[config.mk]
export PLATFORM = sky130hd
export DESIGN_NAME = axis_pkt_checker_64
export DESIGN_NICKNAME = d
export VERILOG_FILES = /design/src/rtl/axis_pkt_checker_64.sv
export SDC_FILE = /design/constraint.sdc
export NUM_CORES = 1
export LEC_CHECK = 0
export ABC_CLOCK_PERIOD_IN_PS = 4300
export CAP_MARGIN = 20
export CORE_MARGIN = 1.5
export CORE_UTILIZATION = 39
export CTS_BUF_LIST = sky130_fd_sc_hd__clkbuf_2
export CTS_CLUSTER_SIZE = 40
export DETAILED_ROUTE_END_ITERATION = 16
export DONT_BUFFER_PORTS = 1
export PLACE_DENSITY = 0.63
export SLEW_MARGIN = 30
export SYNTH_ARGS = -nofsm -noshare
export SYNTH_HDL_FRONTEND = slang
export SYNTH_SLANG_ARGS = --single-unit
[constraint.sdc]
create_clock -name user_clk -period 4.3 [get_ports user_clk]
set_input_delay 0.86 -clock user_clk [delete_from_list [all_inputs] [get_ports user_clk]]
set_output_delay 0.86 -clock user_clk [all_outputs]
set_load 0.02 [all_outputs]
[src/rtl/axis_pkt_checker_64.sv]
// axis_pkt_checker_64: AXI4-Stream sink that checks ADC word pattern and packet framing
// Ports:
//   user_clk, user_rstn        clock, asynchronous active-low reset
//   dma_ena                    enables reception; low forces IDLE
//   throttle[3:0]              idle cycles inserted after each accepted beat
//   err_clr                    synchronous clear of counters and sticky flags
//   s_axis_t{data,keep,valid,last}, s_axis_tready   AXI4-Stream sink
//   pkt_ok_count[31:0]         error-free packets (wrapping)
//   err_count[15:0]            erroneous beats (saturating)
//   data_err, frame_err        sticky error flags
//   state_o[1:0]               00 IDLE, 01 RUN, 10 RESYNC
module axis_pkt_checker_64 #(
  parameter int DATA_WIDTH = 64,
  parameter int KEEP_WIDTH = DATA_WIDTH / 8,
  parameter int PKT_WORDS = 2048,
  parameter int IDX_WIDTH = 28,
  parameter logic [DATA_WIDTH-IDX_WIDTH-1:0] MAGIC = 36'h0_000A_0000
) (
  input  logic                  user_clk,
  input  logic                  user_rstn,
  input  logic                  dma_ena,
  input  logic [3:0]            throttle,
  input  logic                  err_clr,
  input  logic [DATA_WIDTH-1:0] s_axis_tdata,
  input  logic [KEEP_WIDTH-1:0] s_axis_tkeep,
  input  logic                  s_axis_tvalid,
  output logic                  s_axis_tready,
  input  logic                  s_axis_tlast,
  output logic [31:0]           pkt_ok_count,
  output logic [15:0]           err_count,
  output logic                  data_err,
  output logic                  frame_err,
  output logic [1:0]            state_o
);
  typedef enum logic [1:0] {IDLE = 2'b00, RUN = 2'b01, RESYNC = 2'b10} state_t;
  state_t               r_state, w_state_nxt;
  logic [IDX_WIDTH-1:0] r_idx, w_idx_nxt;
  logic                 r_pkt_bad, w_pkt_bad_nxt;
  logic [3:0]           r_hold;
  logic [31:0]          r_pkt_ok;
  logic [15:0]          r_err_count;
  logic                 r_data_err, r_frame_err;
  logic                 w_beat, w_run_beat, w_resync_beat, w_last_idx;
  logic                 w_data_fail, w_frame_fail, w_good_end;
  assign s_axis_tready = (r_state != IDLE) && (r_hold == 4'd0);
  assign w_beat        = s_axis_tvalid && s_axis_tready;
  // a beat coinciding with dma_ena falling belongs to an abandoned packet
  assign w_run_beat    = w_beat && dma_ena && (r_state == RUN);
  assign w_resync_beat = w_beat && dma_ena && (r_state == RESYNC);
  assign w_last_idx    = r_idx == IDX_WIDTH'(PKT_WORDS - 1);
  assign w_data_fail   = w_run_beat && ((s_axis_tdata[DATA_WIDTH-1:IDX_WIDTH] != MAGIC) ||
                         (s_axis_tdata[IDX_WIDTH-1:0] != r_idx) ||
                         (s_axis_tkeep != {KEEP_WIDTH{1'b1}}));
  assign w_frame_fail  = w_run_beat && (s_axis_tlast != w_last_idx);
  assign w_good_end    = w_run_beat && s_axis_tlast && w_last_idx && !r_pkt_bad && !w_data_fail;
  always_comb begin
    w_state_nxt   = r_state;
    w_idx_nxt     = r_idx;
    w_pkt_bad_nxt = r_pkt_bad;
    if (!dma_ena) begin
      w_state_nxt = IDLE;
    end else if (r_state == IDLE) begin
      w_state_nxt   = RUN;
      w_idx_nxt     = '0;
      w_pkt_bad_nxt = 1'b0;
    end else if (w_run_beat) begin
      if (s_axis_tlast) begin
        w_idx_nxt     = '0;
        w_pkt_bad_nxt = 1'b0;
      end else if (w_last_idx) begin
        w_state_nxt = RESYNC;
      end else begin
        w_idx_nxt     = r_idx + IDX_WIDTH'(1);
        w_pkt_bad_nxt = r_pkt_bad || w_data_fail;
      end
    end else if (w_resync_beat && s_axis_tlast) begin
      w_state_nxt   = RUN;
      w_idx_nxt     = '0;
      w_pkt_bad_nxt = 1'b0;
    end
  end
  always_ff @(posedge user_clk or negedge user_rstn) begin
    if (!user_rstn) begin
      r_state   <= IDLE;
      r_idx     <= '0;
      r_pkt_bad <= 1'b0;
      r_hold    <= 4'd0;
    end else begin
      r_state   <= w_state_nxt;
      r_idx     <= w_idx_nxt;
      r_pkt_bad <= w_pkt_bad_nxt;
      r_hold    <= w_beat ? throttle : (r_hold != 4'd0) ? r_hold - 4'd1 : r_hold;
    end
  end
  always_ff @(posedge user_clk or negedge user_rstn) begin
    if (!user_rstn) begin
      r_pkt_ok    <= '0;
      r_err_count <= '0;
      r_data_err  <= 1'b0;
      r_frame_err <= 1'b0;
    end else if (err_clr) begin
      r_pkt_ok    <= '0;
      r_err_count <= '0;
      r_data_err  <= 1'b0;
      r_frame_err <= 1'b0;
    end else begin
      if (w_good_end) r_pkt_ok <= r_pkt_ok + 32'd1;
      if ((w_data_fail || w_frame_fail) && (r_err_count != 16'hFFFF)) r_err_count <= r_err_count + 16'd1;
      if (w_data_fail) r_data_err <= 1'b1;
      if (w_frame_fail) r_frame_err <= 1'b1;
    end
  end
  assign pkt_ok_count = r_pkt_ok;
  assign err_count    = r_err_count;
  assign data_err     = r_data_err;
  assign frame_err    = r_frame_err;
  assign state_o      = r_state;
endmodule

==> results of run 1 <==
-- kinds of logic after synthesis --
family                     Yosys count
muxes                                8
DFF                                 85
buffers and inverters               45
xor gates and xnor gates            58
adders and majority gates            6
and+or+nand+nor                    325
AOI/OAI and AO/OA                   91
-- per-layer routing --
| layer | vias to the layer above | global-route usage, % |
|---|---|---|
| li1 | 2263 | - |
| met1 | 2332 | 26.7 |
| met2 | 209 | 33.9 |
| met3 | 14 | 7.26 |
| met4 | 0 | 4.56 |
| met5 | - | 0 |
-- what timing repair did --
item / CTS / global route
resized for setup: 0 / 0
endpoints found under the hold margin: 85 / 0
hold buffers: 1 / 0
-- through the flow --
| stage | cells | hold WS, ps | utilization [%] | power [mW] |
|---|---|---|---|---|
| floorplan | 618 | 467 | - | 0.989 |
| global route | 786 | 42.6 | 42.4 | 1.58 |
| global placement | 769 | 484 | 41.2 | 1.00 |
| finish | 786 | 113 | 42.4 | 1.50 |
| detailed placement | 769 | 494 | 41.2 | 1.01 |
| CTS | 786 | 72.8 | 42.4 | 1.52 |
-- power breakdown --
group	switching (mW)	total [mW]	leakage (nW)	internal, mW
combinational	0.0990	0.171	0.836	0.0719
sequential	0.0215	0.846	1.18	0.824
clock	0.330	0.479	0.0774	0.149
total	0.451	1.50	2.09	1.05
-- worst max path at each step --
| stage | cells past startpoint | start | to | slack [ps] |
|---|---|---|---|---|
| floorplan | 7 | s_axis_tdata[56] | pkt_ok_count[31] | 1340 |
| global placement | 7 | s_axis_tdata[56] | pkt_ok_count[28] | 290 |
| detailed placement | 7 | s_axis_tdata[56] | pkt_ok_count[16] | 310 |
| CTS | 7 | r_idx[8] | pkt_ok_count[16] | 890 |
| global route | 7 | r_idx[8] | pkt_ok_count[16] | 770 |
| finish | 7 | r_idx[8] | pkt_ok_count[16] | 900 |
-- synthesized netlist by cell type, drive strengths merged (10+ instances only) --
cell type and count:
xor2 17, nand4 43, o21ai 24, nor2 61, nand3 40, nor2b 11, inv 17, dfrtp 85
clkbuf 23, or3 10, or4 12, nand2 44, nor4 31, xnor2 41, nor3 19, and3 12
a21oi 30
-- area by class of cell --
class / count / area, µm²
inverters: 17 / 63.8
clock buffers: 9 / 45.0
clock inverters: 7 / 86.3
repair buffers: 4 / 50.0
well taps: 176 / 220
fillers: 1322 / 7710
multi-input cells: 488 / 3100
flip-flops and latches: 85 / 2130
-- sequential cells by signal, summed over array words and instances (netlist names) --
register	flops
r_hold	4
err_count	16
frame_err	1
r_pkt_bad	1
r_idx	28
data_err	1
pkt_ok_count	32
state_o	2
==> flow_summary.toml, run 1 <==
[status]
status = "complete, no violations"

[critical_path]
cpPeakStageDelay_ps = 650
startpoint_type = "register"
cp_data_arrival_time_ps = 3920
path_max_fanout = 8
cp.required_ps = 4820
crit_slowest_cell = "nor4_1"
cp_cell_sequence = "xnor2_1 -> nand4_1 -> or4_1 -> nor4_1 -> nand3_1 -> nor3_1 -> mux2_1"
r2r-end = "pkt_ok_count[16]"
reg2reg_slack_ps = 900
crit_family = "simple AND/OR/NAND/NOR gates"
r2r_start = "r_idx[8]"
critPathKind = "register to register"
critical_path_buf_inv_count = 0
endpoint_kind = "register"
worstRegToRegCells = 7

[synth]
synth-compound-area-share_pct = 10.9
synth_edf_count = 0
synthTopCellsByArea = "dfrtp_1 (39%), xnor2_1 (6.7%), nand4_1 (5.0%), nor2_1 (4.2%), nand3_1 (3.7%)"
ys.flop_type = "dfrtp_1"
synthesis.nets = 705
synth_area_per_cell_um2 = 8.74
syn-instance-count = 618
ys_seq_area_share_pct = 39.4
synthXorXnorAreaFrac_pct = 9.55
synthDominantCellAreaShare_pct = 39.4
synth_mux_area_share_pct = 1.65
yosys.area_share.simple_pct = 33.8
syn_area_mm2 = 0.00540
yosys.cell_types.count = 61
yosys.area_share.adder_pct = 1.34
synth_top_family_by_area = "simple AND/OR/NAND/NOR gates"
yosys_warnings = 0
ys_ff_latch = 85
synth_top_area_cell = "dfrtp_1"
synthArstFlopShare_pct = 100

[route]
wl_met2_mm = 7.20
drtAntennaViolNets = 0
top_layer = "met4"
remaining_drc_errors = 0
wirelength_mm = 15.1
drt_pass1_iterations = 5
viasPerCell = 6.13
wl_met3_mm = 1.45
wl_per_cell_um = 19.2
num_vias = 4818
drtIter0Drc = 526
met1_length_mm = 6.30

[placed_design]
numPortBuffers = 0
dpl_cell_area_mm2 = 0.00552
hpwl_mm = 10.9
gp_congestion = 0.932
post-place-ws_ps = 308

[grt]
grt_max_degree = 86
grt_pass1_wl_mm = 24.2
grt_pass1_vias = 4762
grt_use_total_pct = 20.8
antenna_found_initial = 0
overflow = 0

[clocking]
clock_sinks = 85
cts_max_level = 3
tritoncts = "built"
cts_buffers = 9
clockBufferDepth = 2
clock_latency_ps = 600
clk_pin_slew_ps = 300
postCtsSetupBuffers = 0
cts-root-buf = "clkbuf_2"

[layout]
diodes = 0
layout_commonest_cell = "dfrtp_1"
syn2layout_area_growth_pct = 5.35
final_cell_area_mm2 = 0.00569
nNetsFinal = 692
drive_gt1_share_pct = 6.89
layout_common_cells = "dfrtp_1 (85), nor2_1 (61), nand2_1 (44)"

[die]
die_w_um = 121
rows = 42
core_mm2 = 0.0134
ioPinCount = 135
initial_core_util_pct = 40.3
die-area_mm2 = 0.0146
dieHeight_um = 121

[sta]
fin_crit_sh_pct = 79.2
tightest_slew_ps = 833
hold_violations = 0
fin_crit_ps = 3400
slew_viol_final = 0
fmax_mhz = 294
fin_skew_ps = 50.7
setup_viol = 0
layout_setup_ws_ps = 896
relSlewSlack_pct = 44.0
rsz0062_at_grt = "false"
tns_ps = 0

[job]
drv_cap = 0

[power_and_ir_drop]
powerDensity_mw_per_mm2 = 263
p_leak_nw = 2.09
ir_drop_mv = 0.145

[worst_hold_path]
hold_class = "input pin to async pin"
Power figures use the tool's default switching activity.
==> run 2: changes to the inputs <==
Settings changed: ABC_CLOCK_PERIOD_IN_PS 4300 to 3000, PLACE_DENSITY 0.63 to 0.65.
Clock period 4.3 ns to 3 ns, I/O delays scaled along.
==> flow_summary.toml, run 2 (same netlist as run 1, synthesis figures left out) <==
[status]
status = "complete, no violations"

[layout]
nFillCells = 1328
fin_util_pct = 43.9
layout_commonest_cell = "dfrtp_1"
diodes = 0
largest_register_ffs = 32
drive_gt1_share_pct = 9.86
nNetsFinal = 712
layout_common_cells = "dfrtp_1 (85), nor2_1 (61), nand2_1 (44)"
syn2layout_area_growth_pct = 9.01

[die]
ioPinCount = 135
die_w_um = 121
core_mm2 = 0.0134
dieHeight_um = 121
die-area_mm2 = 0.0146
rows = 42
initial_core_util_pct = 40.3

[clocking]
cts-root-buf = "clkbuf_2"
cts_max_level = 3
clock_sinks = 85
postCtsSetupBuffers = 0
clockBufferDepth = 2
tritoncts = "built"
clk_pin_slew_ps = 280
cts_buffers = 9
clock_latency_ps = 610

[sta]
fmax_mhz = 364
fin_crit_ps = 2750
setup_viol = 0
relSlewSlack_pct = 69.2
hold_violations = 0
slew_viol_final = 0
fin_skew_ps = 49.2
fin_crit_sh_pct = 91.6
rsz0062_at_grt = "false"
timing.hold.ws_ps = 93.1
tightest_slew_ps = 462

[worst_hold_path]
hold_class = "input pin to register"

[grt]
grt_use_total_pct = 21.3
grt_pass1_vias = 4676
overflow = 0
grt_max_degree = 86
grt_pass1_wl_mm = 24.5
antenna_found_initial = 0

[route]
viasPerCell = 6.20
drtAntennaViolNets = 0
wl_per_cell_um = 19.2
drtIter0Drc = 451
wirelength_mm = 15.5
drt_pass1_iterations = 8
remaining_drc_errors = 0
num_vias = 4989

[power_and_ir_drop]
switching_share_pct = 28.7
p_switching_uw = 636
ir_drop_mv = 0.204
powerDensity_mw_per_mm2 = 377
p_comb_share_pct = 12.6
internal_power_mw = 1.58
clkPwrFrac_pct = 32.8
p_leak_nw = 2.20
power.total_mw = 2.22
power_frac_seq_pct = 54.6

[critical_path]
critPathKind = "register to register"
startpoint_type = "register"
endpoint_kind = "register"
path_max_fanout = 8
cp_data_arrival_time_ps = 3250
cp.required_ps = 3510

[job]
drv_cap = 0

[placed_design]
gp_congestion = 0.927
hpwl_mm = 11.1
numPortBuffers = 0
==> run 2: changes by cell type in the layout (fill, tap and decap cells not counted) <==
cell and change:
buf_12 +2, buf_4 +16, bufinv_16 +1, dlygate4sd3_1 +2
inv_8 -2, nand3_1 -1, nand3_2 +1, nor4_1 -2
nor4_2 +2, o21ai_2 +1, o21ai_4 -1
==> run 2: path summary, 6_finish.rpt <==
| kind | from | to | slack (ps) | cells past startpoint |
|---|---|---|---|---|
| setup reg to reg | r_idx[6] | pkt_ok_count[20] | 250 | 7 |
| setup / recovery | r_idx[6] | pkt_ok_count[20] | 250 | 7 |
| hold / removal | err_clr | pkt_ok_count[9] | 90 | 2 |
| hold reg to reg | r_pkt_bad | r_pkt_bad | 540 | 2 |
| min in group asynchronous | user_rstn | err_count[8] | 530 | 2 |
| max in group asynchronous | user_rstn | r_idx[17] | 2100 | 2 |
==> run 2: power groups by stage <==
stage | Combinational [mW] | Clock [mW] | Sequential [mW]
3_5_place_dp | 0.242 | 0 | 1.23
6_report | 0.280 | 0.727 | 1.21
3_3_place_gp | 0.227 | 0 | 1.23
2_1_floorplan | 0.194 | 0 | 1.22
4_1_cts | 0.284 | 0.750 | 1.21
5_1_grt | 0.316 | 0.801 | 1.21
==> run 2: routing by layer <==
metal | up-vias | global-route usage [%] | part of all wire [%] | wire length, µm
met5 | - | 0 | 0 | 0
met4 | 0 | 5.15 | 1.4 | 218
met3 | 24 | 7.97 | 9.2 | 1420
met2 | 205 | 33.8 | 47 | 7290
met1 | 2453 | 27.4 | 42 | 6550
li1 | 2307 | - | - | -
==> run 2: worst max-delay path: stages (launching register included) <==
cell     delay, ps
dfrtp_1        520
nand4_1        190
or3_4          390
nor4_4         420
and3_1         290
nand3_1        250
nor3_1         270
mux2_1         340
==> run 2: what timing repair did <==
item | 4_1_cts | 5_1_grt
hold endpoints to repair | 121 | 0
resized for setup | 0 | 3
hold buffers | 4 | 0
endpoints found under the setup margin | 0 | 8
==> run 2: area by class of cell <==
| cell class | count | area, µm² | share of cell area (%) |
|---|---|---|---|
| Clock inverter | 6 | 93.8 | 1.59 |
| Timing Repair Buffer | 24 | 230 | 3.91 |
| Tap cell | 176 | 220 | 3.74 |
| Sequential cell | 85 | 2130 | 36.1 |
| Clock buffer | 9 | 45.0 | 0.765 |
| Multi-Input combinational cell | 488 | 3110 | 52.8 |
| Inverter | 17 | 63.8 | 1.08 |
==> run 2: per-stage QoR <==
| step | instance area (µm²) | TNS (ps) | cells | worst slack (ps) |
|---|---|---|---|---|
| 4_1_cts | 5870 | 0 | 805 | 192 |
| 3_3_place_gp | 5660 | 0 | 786 | 41.4 |
| 2_1_floorplan | 5400 | 0 | 618 | 297 |
| 3_5_place_dp | 5660 | -430 | 786 | -104 |
| 6_report | 5890 | 0 | 805 | 253 |
| 5_1_grt | 5890 | 0 | 805 | 42.1 |
